===== config.mk =====
export PLATFORM = sky130hd
export DESIGN_NAME = clint_timer
export DESIGN_NICKNAME = d
export VERILOG_FILES = /design/src/rtl/clint_timer.sv
export SDC_FILE = /design/constraint.sdc
export NUM_CORES = 1
export LEC_CHECK = 0
export ABC_AREA = 0
export BUFFER_PORTS_ARGS = -buffer_cell sky130_fd_sc_hd__buf_2
export CORE_MARGIN = 2
export CORE_UTILIZATION = 40
export DETAILED_ROUTE_END_ITERATION = 12
export HOLD_SLACK_MARGIN = 0.15
export SETUP_SLACK_MARGIN = 0.02
export SLEW_MARGIN = 20
export SYNTH_ARGS = -nofsm -noshare
export SYNTH_HDL_FRONTEND = slang
export SYNTH_SLANG_ARGS = --single-unit

===== constraint.sdc =====
create_clock -name CLK -period 9.4 [get_ports CLK]
set_clock_uncertainty 0.2 [all_clocks]
set_input_delay 1.41 -clock CLK [delete_from_list [all_inputs] [get_ports CLK]]
set_output_delay 1.41 -clock CLK [all_outputs]
set_load 0.005 [all_outputs]

===== src/rtl/clint_timer.sv =====
// clint_timer: core-local interruptor providing a free-running 64-bit mtime and
// per-hart timer/software interrupts, with its registers behind a two-state bus slave.
module clint_timer #(
    parameter int          NUM_HARTS = 1,
    parameter logic [31:0] BASE_ADDR = 32'h0200_0000,
    parameter int          PRESCALE  = 1
) (
    input  logic                 CLK,
    input  logic                 RST,
    input  logic [31:0]          addr,
    input  logic [31:0]          wdata,
    input  logic                 ren,
    input  logic                 wen,
    input  logic [3:0]           byte_en,
    output logic [31:0]          rdata,
    output logic                 busy,
    output logic                 error,
    output logic [63:0]          mtime,
    output logic [NUM_HARTS-1:0] timer_int,
    output logic [NUM_HARTS-1:0] soft_int
);
    localparam int IW = NUM_HARTS > 1 ? $clog2(NUM_HARTS) : 1;
    localparam int PW = PRESCALE > 1 ? $clog2(PRESCALE) : 1;
    typedef enum logic {IDLE, RESP} state_t;
    typedef enum logic [1:0] {K_MSIP, K_CMP, K_TIME} kind_t;
    state_t state;
    kind_t kind_q, kind_d;
    logic [PW-1:0] pcnt;
    logic [63:0] mtimecmp [NUM_HARTS];
    logic [NUM_HARTS-1:0] msip;
    logic op_wr, err_q, hi_q;
    logic [IW-1:0] idx_q, idx_d;
    logic [31:0] wdata_q, off, rd_d;
    logic [3:0] be_q;
    logic [12:0] cmp_field;
    logic is_msip, is_cmp, is_time, dec_err, tick, wr_go;
    logic [63:0] mtime_nxt;

    function automatic logic [31:0] merge(input logic [31:0] o, input logic [31:0] w, input logic [3:0] b);
        logic [31:0] r;
        for (int i = 0; i < 4; i++) r[8*i +: 8] = b[i] ? w[8*i +: 8] : o[8*i +: 8];
        return r;
    endfunction

    // Window offset is computed by subtraction so anything below the base also faults.
    assign off       = addr - BASE_ADDR;
    assign cmp_field = off[15:3] - 13'h0800;
    assign is_msip   = off[15:14] == 2'b00 && {20'd0, off[13:2]} < NUM_HARTS;
    assign is_cmp    = off[15:14] != 2'b00 && off[15:0] < 16'hBFF8 && {19'd0, cmp_field} < NUM_HARTS;
    assign is_time   = off[15:3] == 13'h17FF;
    assign dec_err   = off[31:16] != 16'h0 || off[1:0] != 2'b00 || (ren && wen) || !(is_msip || is_cmp || is_time);
    assign kind_d    = is_msip ? K_MSIP : is_cmp ? K_CMP : K_TIME;
    assign idx_d     = is_msip ? off[IW+1:2] : cmp_field[IW-1:0];
    assign tick      = pcnt == PW'(PRESCALE - 1);
    assign wr_go     = state == RESP && op_wr && !err_q;
    assign soft_int  = msip;

    // A bus write to either mtime half wins over the tick, with no carry across halves.
    always_comb begin
        mtime_nxt = tick ? mtime + 64'd1 : mtime;
        if (wr_go && kind_q == K_TIME)
            mtime_nxt = hi_q ? {merge(mtime[63:32], wdata_q, be_q), mtime[31:0]}
                             : {mtime[63:32], merge(mtime[31:0], wdata_q, be_q)};
    end

    // mtime reads sample the value that will be visible during the RESP cycle.
    assign rd_d = kind_d == K_MSIP ? {31'd0, msip[idx_d]} :
                  kind_d == K_CMP  ? (off[2] ? mtimecmp[idx_d][63:32] : mtimecmp[idx_d][31:0]) :
                                     (off[2] ? mtime_nxt[63:32] : mtime_nxt[31:0]);

    always_ff @(posedge CLK or posedge RST) begin
        if (RST) begin
            state     <= IDLE;
            busy      <= 1'b1;
            rdata     <= 32'd0;
            error     <= 1'b0;
            pcnt      <= '0;
            mtime     <= 64'd0;
            msip      <= '0;
            timer_int <= '0;
            op_wr     <= 1'b0;
            err_q     <= 1'b0;
            hi_q      <= 1'b0;
            kind_q    <= K_MSIP;
            idx_q     <= '0;
            wdata_q   <= 32'd0;
            be_q      <= 4'd0;
            for (int h = 0; h < NUM_HARTS; h++) mtimecmp[h] <= '1;
        end else begin
            pcnt  <= tick ? '0 : pcnt + PW'(1);
            mtime <= mtime_nxt;
            for (int h = 0; h < NUM_HARTS; h++) timer_int[h] <= mtime >= mtimecmp[h];
            if (wr_go && kind_q == K_MSIP && be_q[0]) msip[idx_q] <= wdata_q[0];
            if (wr_go && kind_q == K_CMP)
                mtimecmp[idx_q] <= hi_q ? {merge(mtimecmp[idx_q][63:32], wdata_q, be_q), mtimecmp[idx_q][31:0]}
                                        : {mtimecmp[idx_q][63:32], merge(mtimecmp[idx_q][31:0], wdata_q, be_q)};
            if (state == IDLE) begin
                if (ren || wen) begin
                    state   <= RESP;
                    busy    <= 1'b0;
                    error   <= dec_err;
                    rdata   <= (dec_err || wen) ? 32'd0 : rd_d;
                    op_wr   <= wen;
                    err_q   <= dec_err;
                    hi_q    <= off[2];
                    kind_q  <= kind_d;
                    idx_q   <= idx_d;
                    wdata_q <= wdata;
                    be_q    <= byte_en;
                end
            end else begin
                state <= IDLE;
                busy  <= 1'b1;
                error <= 1'b0;
                rdata <= 32'd0;
            end
        end
    end
endmodule

== Yosys cells after proc, flatten, opt, wreduce, memory -nomap -nowiden ==
Index checks and enable logic that the tools add are counted.
W data, S select, Z words.

* Output and inout port bits: 100
* Bits in registers: 208
* Logic and storage cells: 104
* Bits of input ports: 72

* Reductions and logical operators: 28
* Bitwise logic cells: 1
* $add $sub $neg: 4
* Multiplexer cells: 44
* Equality and inequality tests: 4
* $lt $le $gt $ge: 7

{| class="wikitable"
|+ Operators with widths
! cell !! count
|-
| $mux W64 || 7
|-
| $mux W32 || 7
|-
| $mux W8 || 16
|-
| $add A64 B1 Y64 const B || 1
|-
| $bwmux W64 || 1
|-
| $ge A64 B64 Y1 || 1
|-
| $sub A32 B26 Y32 const B || 1
|-
| $lt A16 B16 Y1 const B || 1
|-
| $reduce_bool A16 Y1 || 1
|-
| $eq A13 B13 Y1 const B || 1
|-
| $lt A13 B1 Y1 const B || 1
|-
| $sub A13 B12 Y13 const B || 1
|-
| $lt A12 B1 Y1 const B || 1
|-
| $logic_and A1 B1 Y1 || 11
|-
| $mux W1 || 10
|-
| $logic_or A1 B1 Y1 || 7
|-
| $logic_not A2 Y1 || 3
|-
| $reduce_bool A2 Y1 || 3
|-
| $eq A2 B1 Y1 const B || 2
|-
| $mux W2 || 2
|-
| $eq A2 B2 Y1 const B || 1
|-
| $logic_not A1 Y1 || 2
|-
| $lt A1 B1 Y1 const B || 2
|-
| $reduce_and A2 Y1 || 1
|-
| 4 further kinds || 4
|}

== Logic depth before layout (Yosys ltp) ==
* Word-level depth: 12
* Gate-level depth with buffers: 10
* Depth with buffers taken out: 9

== Worst setup path before layout ==
Ideal clock, no wire load.

* Path kind: input port to flip-flop
* Start: in addr[25]
* End: reg rdata[1]
* Required time: 9.113 ns
* Buffers on the path: 0
* Stages on the path: 9
* Slack: 5.806 ns
* Setup time: 0.087 ns
* Arrival time: 3.308 ns
* Path through: inv_1 ha_1 nor3b_1 nand4_1 or3_1 a211oi_1 o211ai_1 a2111o_1 o211ai_1

* Longest elaborated chain between the ends: 9

{| class="wikitable"
|+ RTL lines
! item !! RTL line !! RTL
|-
| from (decl) || 10 || <nowiki>input logic [31:0] addr,</nowiki>
|-
| $sub A32 B26 Y32 || 46 || <nowiki>assign off = addr - BASE_ADDR;</nowiki>
|-
| $reduce_bool A16 Y1 || 51 || <nowiki>assign dec_err = off[31:16] != 16'h0 || off[1:0] != 2'b00 || (ren && wen) || !(is_msip || is_cmp || is_time);</nowiki>
|-
| $logic_or A1 B1 Y1 (3 in series) || 51 ||
|-
| $logic_or A1 B1 Y1 || 102 || <nowiki>rdata <= (dec_err || wen) ? 32'd0 : rd_d;</nowiki>
|-
| $mux W32 || 102 ||
|-
| $mux W32 || 98 || <nowiki>if (ren || wen) begin</nowiki>
|-
| $mux W32 || 97 || <nowiki>if (state == IDLE) begin</nowiki>
|-
| to (signal assigned) || 102 ||
|-
| to (decl) || 15 || <nowiki>output logic [31:0] rdata,</nowiki>
|}

Every way passes these cells. The select of a mux whose other input is x is not followed.
A chain may end at the register's enable or synchronous reset.

== Final worst setup path ==
* Start: in addr[9]
* End: reg rdata[13]

* Longest elaborated chain between the ends: 12
* Elaborated cells on any way between the ends: 28
* Classes of those cells: add/sub: 2; order compare: 3; eq/ne: 2; mux: 7; reduce/logical: 14

{| class="wikitable"
|+ RTL lines
! item !! RTL line !! RTL
|-
| $sub A32 B26 Y32 (*) || 46 ||
|-
| $sub A13 B12 Y13 (tied with other cells) || 47 || <nowiki>assign cmp_field = off[15:3] - 13'h0800;</nowiki>
|-
| $lt A13 B1 Y1 / $logic_and A1 B1 Y1 (equally long branches) || 49 || <nowiki>assign is_cmp = off[15:14] != 2'b00 && off[15:0] < 16'hBFF8 && {19'd0, cmp_field} < NUM_HARTS;</nowiki>
|-
| $logic_and A1 B1 Y1 || 49 ||
|-
| $mux W2 / $logic_or A1 B1 Y1 (equally long branches) (2 in series) || 52, 51 ||
|-
| $eq A2 B1 Y1 / $logic_not A1 Y1 (equally long branches) || 68, 51 ||
|-
| $mux W32 / $logic_or A1 B1 Y1 (equally long branches) || 68, 51 ||
|-
| $mux W32 / $logic_or A1 B1 Y1 (equally long branches) || 67, 102 ||
|-
| $mux W32 (*) || 102 ||
|-
| $mux W32 (*) || 98 ||
|-
| $mux W32 (*) || 97 ||
|}

Every way passes the cells marked *; elsewhere a longest branch is shown, timed or not. The select of a mux whose other input is x is not followed.

==> key figures <==
Drt
  – Routed WL: ~43 mm
  – Iteration-0 DRC Markers: 1,002
  – Wire per inst: between 20 and 25 µm
  – DR vias: ~11,000
  – # DRC: 0
  – Final ANT Viol Nets: 0
  – Vias/cell: approximately 5.9
  – Detailed Routing Iterations Pass 1: 8

Layout
  – Area grow syn2layout: 16.9%
  – Ratio of cells with drive above 1 in the final layout: a little over a quarter
  – Commonest non-fill, non-tap cell in the layout: nand2_1
  – # fillers: slightly below 3,000
  – Diodes inserted: 0
  – Final nets: between 1,500 and 2,000
  – Multi-input logic area: 0.00647 mm²
  – Register Area: 0.00526 mm²
  – Fin cells: between 1,500 and 2,000
  – Commonest cells after routing, fill and taps aside: 212 x nand2_1, 171 x buf_2, 142 x dfrtp_1

Clock network
  – CTS tree: yes
  – # resized after CTS: 0
  – Post-CTS Setup Bufs: 0
  – Worst-skew pair later-pin latency: around 530 ps
  – Clock tree sinks: between 200 and 250
  – CTS Buf Count: 24
  – Longest Clk Path Bufs: 3
  – Cts hold-fix bufs: 0
  – Clock-pin slew on the worst setup and hold paths: 60 ps
  – H-tree Lvls: 1
  – Root Buffer: clkbuf_16

Status
  – Status: complete, no violations

STA
  – Final hold viol count: 0
  – Slew Viols, Final: 0
  – Fin Setup TNS: 0 ps
  – Final cycle utilization of the critical path: 43.5%
  – Tightest Pin Transition: around 1200 ps
  – Fmax: between 0.2 and 0.25 GHz
  – Setup ws final: around 5300 ps
  – Final setup fails: 0
  – Worst slew margin: 19.8%
  – WHS: 273 ps
  – RSZ-0062 raised after global routing: false
  – Crit path time final: between 4000 and 5000 ps

Power
  – Design Power: ~3.4 mW
  – P_int: 2.09 mW
  – Pwr/cell area: 236 mW/mm²
  – Peak supply drop: between 0.0001 and 0.00015 V
  – Sw Share: 38.3%
  – Reg power frac: slightly above 40%
  – Clock share of power: 28.0%
  – Comb pwr share: between 30% and 40%
  – Pleak: 6.51 nW
  – Sw Pwr: around 1.3 mW

Global route
  – Largest net degree at the start of global routing: 94
  – Global-route wire length before repair: approximately 66 mm
  – Grt total ovfl: 0
  – Initial antenna violation count: 0
  – GRT Total Usage: 27.3%
  – Vias in the first global route: about 11,000

Worst setup path
  – Reg-to-reg slack, setup: roughly 5600 ps
  – Crit path arrival time: 4320 ps
  – Req. time, crit path: just under 10,000 ps
  – Worst Setup SP: addr[9]
  – Crit end category: flip-flop
  – CP Max Fanout: 17
  – Crit Path Class: primary input to flip-flop
  – Reg2reg start: mtime[0]
  – Startpoint Class: primary input

Floorplan
  – Area of the core: 0.0303 mm²
  – Die H: between 150 and 200 µm
  – Num rows: 64
  – I/O pins: about 170
  – Initial Util: roughly 40%
  – DIE WIDTH: approximately 180 µm
  – Die area: 0.0320 mm²

Logic synthesis
  – Cells after Synth: roughly 1,300
  – Top FF cell, synth: dfrtp_1
  – FFs w/ async S/R, synth: 100%
  – Mapped Area: between 0.01 and 0.015 mm²
  – Warnings from Yosys: 0
  – Syn avg cell area: 9.45 µm²
  – Post-synth EDFFs: 0
  – Seq/Total Area, Yosys: 42.9%
  – Syn nets: 1,434
  – Yosys cell types: 81
  – FF+latch count, synth: about 210

Placement
  – PortBufs: around 170
  – Gp weighted congestion: ~0.91
  – DP Wirelength: between 30 and 40 mm
  – Placed insts: around 1,800
  – Setup slack at placement: around 4800 ps

Hold path
  – Min-Delay Path Class: flip-flop to flip-flop
  – Hold Path Origin: err_q

Job
  – Max-cap violations: 0
[stage by stage]
step	instance area [µm²]	utilization, %
after floorplan	12300	-
after global placement	13500	44.6
after detailed placement	13500	44.6
after CTS	14300	47.2
after global routing	14300	47.2
final	14300	47.2
[flip-flops by register name, indices dropped and copies added, names as in the netlist]
signal and cells:
wdata_q 32, idx_q 1, op_wr 1, soft_int 1
kind_q 2, state 1, timer_int 1, hi_q 1
mtime 64, mtimecmp 64, err_q 1, be_q 4
error 1, rdata 32, busy 1
[power groups by stage]
| stage | registers (mW) | clock network (mW) | logic (mW) |
|---|---|---|---|
| after global placement | 1.38 | 0 | 1.02 |
| final | 1.38 | 0.948 | 1.06 |
| after global routing | 1.41 | 0.998 | 1.19 |
| after detailed placement | 1.38 | 0 | 1.04 |
| after floorplan | 1.26 | 0 | 0.666 |
| after CTS | 1.37 | 0.960 | 1.05 |
[cells by family after synthesis]
group | Yosys count | share of synthesized area [%]
muxes | 103 | 9.86
buffers and inverters | 133 | 4.26
adders and majority gates | 66 | 6.74
AOI/OAI and AO/OA | 261 | 14.8
and+or+nand+nor | 524 | 21.2
xor gates and xnor gates | 2 | 0.143
DFF | 207 | 42.9
[routing by layer]
layer	global-route usage, %	vias to the layer above	wire length [µm]
li1	-	5086	-
met1	38.0	5472	18700
met2	41.8	471	19100
met3	6.17	105	3590
met4	9.11	0	1490
met5	0	-	0
[worst max-delay path, cell delays in order]
cell	delay [ps]
buf_2	110
nor4_1	500
nand3_1	290
nor3_1	400
nand3b_1	910
o21ai_0	220
a41o_1	250
a31o_2	200
[worst paths after layout]
kind / endpoint / cells past startpoint
worst max register to register: rdata[8] / 8
worst min register to register: err_q / 1
min in group asynchronous: wdata_q[1] / 2
worst max-delay path: rdata[13] / 8
max in group asynchronous: rdata[16] / 3
worst min-delay path: err_q / 1
[area by class of cell]
class                           count  area share, %
Inverter                           85           2.28
Multi-Input combinational cell    956           45.2
Clock buffer                       38           5.20
Timing Repair Buffer              186           6.76
Tap cell                          396           3.46
Clock inverter                      5          0.350
Sequential cell                   207           36.7
[synth_stat cells (all sizes together) (5+ instances only)]
master / count / area [µm²]
nand2: 212 / 796
dfrtp: 142 / 3550
nor2: 88 / 340
inv: 85 / 319
mux2: 68 / 766
ha: 66 / 826
dfstp: 65 / 1710
a21oi: 51 / 255
o21ai: 49 / 245
nand4: 41 / 263
nand3: 39 / 200
nor3: 36 / 200
clkbuf: 34 / 128
a211oi: 28 / 210
mux2i: 28 / 280
nor4: 21 / 174
and3: 19 / 119
a21o: 18 / 135
o211ai: 17 / 128
and4: 15 / 131
buf: 14 / 75.1
a311oi: 12 / 105
and2: 12 / 75.1
o21a: 10 / 75.1
or3: 10 / 67.6
a31oi: 9 / 56.3
nand2b: 8 / 50.1
a211o: 7 / 61.3
a22o: 7 / 61.3
mux4: 7 / 161
o221a: 7 / 78.8
nand3b: 6 / 45.0
a31o: 5 / 43.8
o311ai: 5 / 43.8
o31ai: 5 / 37.5
Note: power is estimated with default switching activity, not from simulation.
